### src/rtl/pending_index_issuer.sv
// Sticky request collector that issues the lowest pending index over valid/ready.
// Optional self-checks are compiled in with `define PENDING_ISSUER_ASSERT_EN.
module pending_index_issuer #(
    parameter int unsigned INPUT_WIDTH = 8
) (
    input  logic                           clk,
    input  logic                           rst,
    input  logic [INPUT_WIDTH-1:0]         req_bits,
    output logic [INPUT_WIDTH-1:0]         pending,
    output logic                           out_valid,
    input  logic                           out_ready,
    output logic [$clog2(INPUT_WIDTH)-1:0] out_index,
    output logic                           overflow,
    input  logic                           overflow_clr
);

    localparam int unsigned IDX_W = $clog2(INPUT_WIDTH);

    typedef enum logic {EMPTY, HOLD} state_t;

    state_t                 state, state_n;
    logic                   hs;
    logic [INPUT_WIDTH-1:0] idx_onehot;
    logic [INPUT_WIDTH-1:0] clr_mask;
    logic [INPUT_WIDTH-1:0] hold_mask;
    logic [INPUT_WIDTH-1:0] cand;
    logic [IDX_W-1:0]       sel;
    logic [IDX_W-1:0]       index_n;
    logic [INPUT_WIDTH-1:0] pending_n;
    logic                   overflow_n;

    assign out_valid = (state == HOLD);
    assign hs        = out_valid & out_ready;

    always_comb begin
        idx_onehot = '0;
        for (int unsigned i = 0; i < INPUT_WIDTH; i++) begin
            idx_onehot[i] = (out_index == IDX_W'(i));
        end
        clr_mask  = hs ? idx_onehot : '0;
        hold_mask = (out_valid & ~hs) ? idx_onehot : '0;
        cand      = pending & ~clr_mask & ~hold_mask;

        // Scan downwards so the last hit left in sel is the lowest index.
        sel = '0;
        for (int unsigned i = INPUT_WIDTH; i > 0; i--) begin
            if (cand[i-1]) begin
                sel = IDX_W'(i - 1);
            end
        end

        pending_n  = (pending & ~clr_mask) | req_bits;
        overflow_n = (|(req_bits & pending & ~clr_mask)) | (overflow & ~overflow_clr);

        state_n = state;
        index_n = out_index;
        if (state == EMPTY || hs) begin
            if (|cand) begin
                state_n = HOLD;
                index_n = sel;
            end else begin
                state_n = EMPTY;
            end
        end
    end

    always_ff @(posedge clk or posedge rst) begin
        if (rst) begin
            state     <= EMPTY;
            out_index <= '0;
            pending   <= '0;
            overflow  <= 1'b0;
        end else begin
            state     <= state_n;
            out_index <= index_n;
            pending   <= pending_n;
            overflow  <= overflow_n;
        end
    end

`ifdef PENDING_ISSUER_ASSERT_EN
    logic                   stall_q;
    logic                   empty_q;
    logic [IDX_W-1:0]       index_q;
    logic [INPUT_WIDTH-1:0] below_sel;

    always_comb begin
        below_sel = '0;
        for (int unsigned i = 0; i < INPUT_WIDTH; i++) begin
            below_sel[i] = (IDX_W'(i) < sel);
        end
    end

    always_ff @(posedge clk or posedge rst) begin
        if (rst) begin
            stall_q <= 1'b0;
            empty_q <= 1'b0;
            index_q <= '0;
        end else begin
            stall_q <= out_valid & ~out_ready;
            empty_q <= (pending == '0);
            index_q <= out_index;
        end
    end

    always_ff @(posedge clk) begin
        if (!rst) begin
            if (out_valid) begin
                assert (32'(out_index) < INPUT_WIDTH);
                assert (pending[out_index]);
            end
            if ((state == EMPTY || hs) && (|cand)) begin
                assert ((cand & below_sel) == '0);
            end
            if (stall_q) begin
                assert (out_valid && out_index == index_q);
            end
            if (empty_q) begin
                assert (!out_valid);
            end
        end
    end
`endif

endmodule
### config.mk
export PLATFORM = sky130hd
export DESIGN_NAME = pending_index_issuer
export DESIGN_NICKNAME = d
export VERILOG_FILES = /design/src/rtl/pending_index_issuer.sv
export SDC_FILE = /design/constraint.sdc
export NUM_CORES = 1
export LEC_CHECK = 0
export CAP_MARGIN = 20
export CORE_MARGIN = 8
export CORE_UTILIZATION = 32
export DETAILED_ROUTE_END_ITERATION = 12
export GPL_ROUTABILITY_DRIVEN = 0
export PLACE_DENSITY = 0.56
export RECOVER_POWER = 25
export SLEW_MARGIN = 40
export SYNTH_ARGS = -nofsm -noshare
export SYNTH_HDL_FRONTEND = slang
export SYNTH_SLANG_ARGS = --single-unit
### constraint.sdc
create_clock -name clk -period 3.95 [get_ports clk]
set_input_delay 0.5925 -clock clk [delete_from_list [all_inputs] [get_ports clk]]
set_output_delay 0.5925 -clock clk [all_outputs]
set_load 0.01 [all_outputs]
Word-level counts from Yosys, hierarchy flattened
Index checks and enable logic that the tools add are counted.
Word-level totals
  register bits: 13
  word-level logic and storage cells: 41
Cells by class
  equal/unequal tests: 7
  muxes and demuxes: 11
  bitwise logic cells: 14
  reductions and logical operators: 5
Operators with widths (number)
  bitwise AND 8 bit: 4
  2-to-1 mux 3 bit: 8
  2-to-1 mux 8 bit: 2
  NOT 8 bit: 2
  OR reduction 8 bit: 2
  == test 3 bit, second input constant: 4
  bitwise OR 8 bit: 1
  == test 3 x 2 -> 1 bit, second input constant: 2
  bitwise AND 1 bit: 3
  == test 3 x 1 -> 1 bit, second input constant: 1
  zero test 3 bit: 1
  NOT 1 bit: 3
  AND reduction 2 bit: 1
  logical OR 1 bit: 1
  2-to-1 mux 1 bit: 1
  bitwise OR 1 bit: 1

Depth between registers and ports, before layout
Gate-level depths: netlist (run 1).
  depth in word-level cells: 14
  mapped depth: 6
  depth with buffers taken out: 5

Least setup slack after synthesis (run 1)
OpenSTA, ideal clock, no wires.
  path type: input-to-reg
  start point: in out_ready
  end point: reg overflow
  library setup time: 0.139 ns
  arrival time: 1.631 ns
  required time: 3.811 ns
  slack: 2.180 ns
  cell stages on the path: 5
  path buffers: 0
  cell sequence: nand4_2 -> or2_1 -> a32oi_1 -> nor2_1 -> or4_1
On the way
  longest elaborated chain between the ends: 6
RTL lines
  from (decl): RTL line 11  | input logic out_ready,
  bitwise AND 1 bit: RTL line 33  | assign hs = out_valid & out_ready;
  2-to-1 mux 8 bit: RTL line 40  | clr_mask = hs ? idx_onehot : '0;
  NOT 8 bit: RTL line 53  | overflow_n = (|(req_bits & pending & ~clr_mask)) | (overflow & ~overflow_clr);
  bitwise AND 8 bit: RTL line 53
  OR reduction 8 bit: RTL line 53
  bitwise OR 1 bit: RTL line 53
  named net overflow_n: RTL line 30  | logic overflow_n;
  to (signal assigned): RTL line 77  | overflow <= overflow_n;
  to (decl): RTL line 13  | output logic overflow,
The timed path passes the listed nets, and every way through them passes these cells.
A chain may end at the register's enable or synchronous reset.

Worst setup path after layout (run 1)
  start point: reg out_index[0]
  end point: out out_index[0]
RTL lines
  from (decl): RTL line 12  | output logic [$clog2(INPUT_WIDTH)-1:0] out_index,
  from (signal assigned): RTL line 75  | out_index <= index_n;
No word-level cell between the ends.

==> run summary, run 1 <==
Final Hold Slack: 0.6047 ns
vias in the first global route: 772
first-pass GRT wire length: 3767 µm
Pwr Density: 309.8 mW/mm²
simple-gate area share of the yosys netlist: 0.2101
Final min period: 2.181 ns
CP delay by family, top: flip-flops
Max Root-Sink Buffers: 2
maximum vdd ir drop: 0.1540 mV
WS Path Type: reg -> out
total routing usage reported by global routing: 0.1055
layout cells sized above 1: 0.07200
mux contribution to synthesized area: 0.04892
total power: 0.0003542 W
Combinational Power Share: 0.286
Core Util, Final: 0.4295
num ports: 25
Post-Synth XOR/XNOR Area: 0
clock latency on the worst-skew pair: 0.28 ns
status: finished clean
RSZ-0062 raised after global routing: false
max cap viols: 0
die span in x: 68.13 µm
Syn Inst Count: 101
max incr delay on CP: 0.67 ns
post-synthesis compound-gate area fraction: 0.2806
largest net degree at the start of global routing: 16
Area Growth Syn to Fin: 31.51%
First DRT Iteration DRCs: 16
Max-slew headroom: 0.6544
core area: 0.002663 mm²
largest family of logic cells by synthesized area: compound AO/OA/AOI/OAI gates
post-synth cell types: 34
DRC Markers: 0
initial antenna violation count: 0
H-tree lvl count: 1
WL per Instance: 14.42 µm
CP cell instances: clkdlybuf4s50_1
Int Pwr: 0.0002365 W
final worst slack: 1.769 ns
Layout Skew: 0.001516 ns
clock-pin slew on the worst setup and hold paths: 0.08 ns
Initial DRT Pass Iterations: 4
Post-Synth Adder-Cell Area: 0
Worst Path Buf+Inv: 1
Switching Share: 0.3324
Synth Net Count: 113
Avg Inst Size Synth: 8.610 µm²
# hold bufs at CTS: 0
Tightest Hold Check Type: reg -> reg
FP Rows: 19
period utilization: 0.5521
DIE HEIGHT: 68.13 µm
Req. time, crit path: 3.36 ns
CTS Buf Count: 3
vias per std cell: 5.436
Clk network pwr share: 0.238
sequential share of power: 0.476
total number of vias: 848
Tightest Pin Transition: 0.5184 ns
CP Launch Type: register
post-synthesis sequential area ratio: 0.3741
Leak Pwr: 0.4481 nW
count of cells resized by post-cts repair: 0
Synth warnings: 0
crit path DAT: 1.59 ns
TritonCTS clock tree: yes
Setup Viol. Count Final: 0
#FFs+latches synth: 13
Slew Limit Fails: 0
ant diodes: 0
Total Wirelength: 2250 µm
sw power: 0.0001178 W
Die Footprint: 0.004642 mm²
fmax: 0.4585 GHz
Initial Utilization: 0.3266
DP HPWL: 1697 µm
antenna viol nets, final: 0
Fin. Hold Viols: 0
clock sink count: 13
Slowest-stage cell, CP: dfrtp_1
root buffer cell: clkbuf_4
Setup TNS: 0 ns
I/O Buffers: 24
synthesized area: 869.6 µm²
nets@finish: 138
critical path peak fanout: 13
dpl ws: 1.512 ns
gr ovfl total: 0
setup bufs post-CTS: 0
Setup crit end kind: output pin
[power by group through the flow]
stage | registers, W | logic, W | clock network [W]
after floorplan | 0.000160 | 0.0000722 | 0
after global placement | 0.000171 | 0.000102 | 0
after detailed placement | 0.000171 | 0.000102 | 0
after CTS | 0.000169 | 0.000102 | 0.0000880
after global routing | 0.000171 | 0.000112 | 0.0000953
final | 0.000169 | 0.000101 | 0.0000843
[layout make-up]
class	instances	area, µm²
clock buffer	4	26.28
fill	295	1519
inverter	11	43.79
multi-input combinational	73	469.2
sequential	13	325.3
tap	31	38.79
timing repair buffer	24	240.2
[logic make-up after synthesis]
logic type             Yosys count
buffers and inverters           15
DFF                             13
and+or+nand+nor                 33
muxes                            4
AOI/OAI and AO/OA               36
[sequential cells by signal, indices dropped and copies added, names as in the netlist]
register and cells:
pending 8, out_index 3, overflow 1, out_valid 1
[final timing paths]
kind,from,to,slack (ns),depth (start not counted)
max in group asynchronous,rst,pending[4]$_DFF_PP0_,2.84,2
hold reg to reg,pending[2]$_DFF_PP0_,pending[2]$_DFF_PP0_,0.60,2
setup / recovery,out_index[0]$_DFFE_PP0P_,out_index[0],1.77,1
min in group asynchronous,rst,out_index[0]$_DFFE_PP0P_,0.77,2
hold / removal,pending[2]$_DFF_PP0_,pending[2]$_DFF_PP0_,0.60,2
setup reg to reg,out_index[0]$_DFFE_PP0P_,out_index[0]$_DFFE_PP0P_,1.87,5
[Yosys cell counts, drive strengths merged]
library cell / count / area, µm²
dfrtp: 13 / 325.3
o21ai: 12 / 60.05
inv: 11 / 43.80
nand2: 10 / 37.54
nor2: 9 / 33.78
nand2b: 5 / 31.28
buf: 4 / 31.27
a31oi: 3 / 18.77
o22a: 3 / 26.28
o22ai: 3 / 18.77
a21oi: 2 / 10.01
mux2: 2 / 22.52
mux2i: 2 / 20.02
o211ai: 2 / 15.01
o21a: 2 / 15.01
o221ai: 2 / 17.52
o32a: 2 / 20.02
or2: 2 / 12.51
a211oi: 1 / 7.510
a21o: 1 / 8.760
a32oi: 1 / 8.760
a41oi: 1 / 8.760
and2b: 1 / 7.510
nand3: 1 / 5.000
nand4: 1 / 12.51
nor2b: 1 / 6.260
nor3b: 1 / 7.510
nor4: 1 / 21.27
o41ai: 1 / 8.760
or4: 1 / 7.510
[cells in the final DEF, fill, tap and decap left out]
| cell type | count |
|---|---|
| inv_1 | 10 |
| and2b_1 | 1 |
| or4_1 | 1 |
| o32a_1 | 2 |
| mux2_2 | 2 |
| nand2b_1 | 5 |
| nor4_4 | 1 |
| nand4_2 | 1 |
| mux2i_1 | 2 |
| nor2_1 | 9 |
| nor2b_1 | 1 |
| o21a_1 | 2 |
| o22ai_1 | 3 |
| inv_4 | 1 |
| or2_1 | 2 |
| o211ai_1 | 2 |
| o22a_1 | 3 |
| dfrtp_1 | 13 |
| nand3_1 | 1 |
| o41ai_1 | 1 |
| o221ai_1 | 2 |
| o21ai_0 | 9 |
| a41oi_1 | 1 |
| clkbuf_1 | 1 |
| clkdlybuf4s50_1 | 23 |
| nand2_1 | 10 |
| a32oi_1 | 1 |
| o21ai_1 | 3 |
| dlygate4sd3_1 | 1 |
| a211oi_1 | 1 |
| a21o_2 | 1 |
| a21oi_1 | 2 |
| a31oi_1 | 3 |
| clkbuf_4 | 3 |
| nor3b_1 | 1 |
[through the flow]
stage | instance area, µm² | instances
after floorplan | 869.6 | 101
after global placement | 1117 | 152
after detailed placement | 1117 | 152
after CTS | 1144 | 156
after global routing | 1144 | 156
final | 1144 | 156
[routing by layer]
layer  global-route usage  part of all wire  wire (µm)
met4              0.04604             0.014         32
met2               0.1536              0.47       1060
met1               0.1390              0.43        968
met3              0.03437             0.084        188
met5                    0                 0          0
Note: power is estimated with default switching activity, not from simulation.
==> run 2, diff against run 1 <==
- PLACE_DENSITY: 0.56 -> 0.58
- clock period: 3.95 -> 2 ns (I/O delays scaled with it)
==> run summary, run 2 (synthesis results as in run 1) <==
most frequent cells in the layout: 23 x clkdlybuf4s50_1, 13 x dfrtp_1, 11 x buf_4, 10 x nand2_1, 10 x inv_1
Pwr Density: 594.3 mW/mm²
Max Root-Sink Buffers: 2
Total Wirelength: 2342 µm
met3 Use GR: 0.03764
H-tree lvl count: 1
status: finished clean
Clk network pwr share: 0.228
DIE HEIGHT: 68.13 µm
Final min period: 1.810 ns
count of cells resized by post-cts repair: 0
Leak Pwr: 0.4993 nW
Int Pwr: 0.0004904 W
Fin. Hold Viols: 0
sw power: 0.0002383 W
met1 GRT Util: 0.1398
initial antenna violation count: 0
TritonCTS clock tree: yes
final instance area: 0.001226 mm²
commonest non-fill, non-tap cell in the layout: clkdlybuf4s50_1
CTS Buf Count: 3
RSZ-0062 raised after global routing: false
setup bufs post-CTS: 0
WL per Instance: 14.02 µm
clock-pin slew on the worst setup and hold paths: 0.08 ns
largest net degree at the start of global routing: 14
Post-DP Area: 0.001200 mm²
nets@finish: 149
Slew Limit Fails: 0
Largest regs: pending: 8 flops, out_index: 3 flops
max cap viols: 0
Req. time, crit path: 2.15 ns
die span in x: 68.13 µm
period utilization: 0.9051
gr busiest metal: met2
Combinational Power Share: 0.349
gr ovfl total: 0
max reg flops: 8
maximum vdd ir drop: 0.3737 mV
Max-slew headroom: 0.6478
vias in the first global route: 886
DRC Markers: 0
Tightest Pin Transition: 0.5278 ns
CP Launch Type: register
clock latency on the worst-skew pair: 0.27 ns
num ports: 25
Initial Utilization: 0.3266
met2 Use GR: 0.1782
antenna viol nets, final: 0
First DRT Iteration DRCs: 29
Area Growth Syn to Fin: 41.01%
FP Rows: 19
DP HPWL: 1841 µm
critical path peak fanout: 8
Switching Share: 0.3270
vias per std cell: 5.186
crit path DAT: 1.96 ns
Tightest Hold Check Type: in -> async
Setup crit end kind: register
Layout Skew: 0.002667 ns
fmax: 0.5524 GHz
layout cells sized above 1: 0.1471
WS Path Type: reg -> reg
root buffer cell: clkbuf_4
# hold bufs at CTS: 0
sequential share of power: 0.423
first-pass GRT wire length: 4015 µm
total routing usage reported by global routing: 0.1115
Setup Viol. Count Final: 0
ant diodes: 0
Top reg by flops: pending
core area: 0.002663 mm²
Die Footprint: 0.004642 mm²
clock sink count: 13
total number of vias: 866
Core Util, Final: 0.4605
I/O Buffers: 24
Initial DRT Pass Iterations: 4
-- run 2: changes by cell type in the layout (fill, tap and decap cells not counted) --
cell / change
buf_4: +11
-- run 2: layout make-up --
| type | count | area (µm²) |
|---|---|---|
| fill | 273 | 1436 |
| multi-input combinational | 73 | 469.2 |
| sequential | 13 | 325.3 |
| timing repair buffer | 35 | 322.8 |
| inverter | 11 | 43.79 |
| tap | 31 | 38.79 |
| clock buffer | 4 | 26.28 |
-- run 2: worst paths after layout --
check,from,endpoint,slack [ns],cells after the start
worst max-delay path,out_index[0]$_DFFE_PP0P_,overflow$_DFF_PP0_,0.19,6
worst min register to register,out_index[1]$_DFFE_PP0P_,out_index[1]$_DFFE_PP0P_,0.60,1
worst max register to register,out_index[0]$_DFFE_PP0P_,overflow$_DFF_PP0_,0.19,6
max in group asynchronous,rst,pending[7]$_DFF_PP0_,1.16,2
worst min-delay path,rst,pending[5]$_DFF_PP0_,0.49,2
min in group clk,req_bits[4],pending[4]$_DFF_PP0_,0.56,3
-- run 2: power by group through the flow --
stage          combinational (W)  clock, W  sequential (W)
2_1_floorplan           0.000143         0        0.000316
6_report                0.000254  0.000166        0.000308
3_3_place_gp            0.000254         0        0.000313
4_1_cts                 0.000256  0.000178        0.000308
3_5_place_dp            0.000254         0        0.000313
5_1_grt                 0.000278  0.000193        0.000313
-- run 2: metal layers --
metal / vias up / part of all wire
li1: 439 / -
met1: 405 / 0.46
met2: 22 / 0.47
met3: 0 / 0.066
met4: 0 / 0
met5: - / 0
-- run 2: metrics by stage --
step                hold slack (ns)  setup TNS [ns]  cells  total power, W  setup slack, ns
floorplan                    0.1770               0    101       0.0004587           0.2842
global placement             0.5798         -0.1009    163       0.0005675          -0.1009
detailed placement           0.5951         -0.1043    163       0.0005665          -0.1043
CTS                          0.3733               0    167       0.0007411           0.1955
global route                 0.5393               0    167       0.0007839          0.04846
finish                       0.4877               0    167       0.0007287           0.1898
-- run 2: critical path, stage by stage (launching register included) --
cell and delay [ns]:
dfrtp_1 0.44, buf_4 0.22, inv_4 0.04, or2_1 0.23
a32oi_1 0.19, nor2_1 0.07, or4_1 0.49
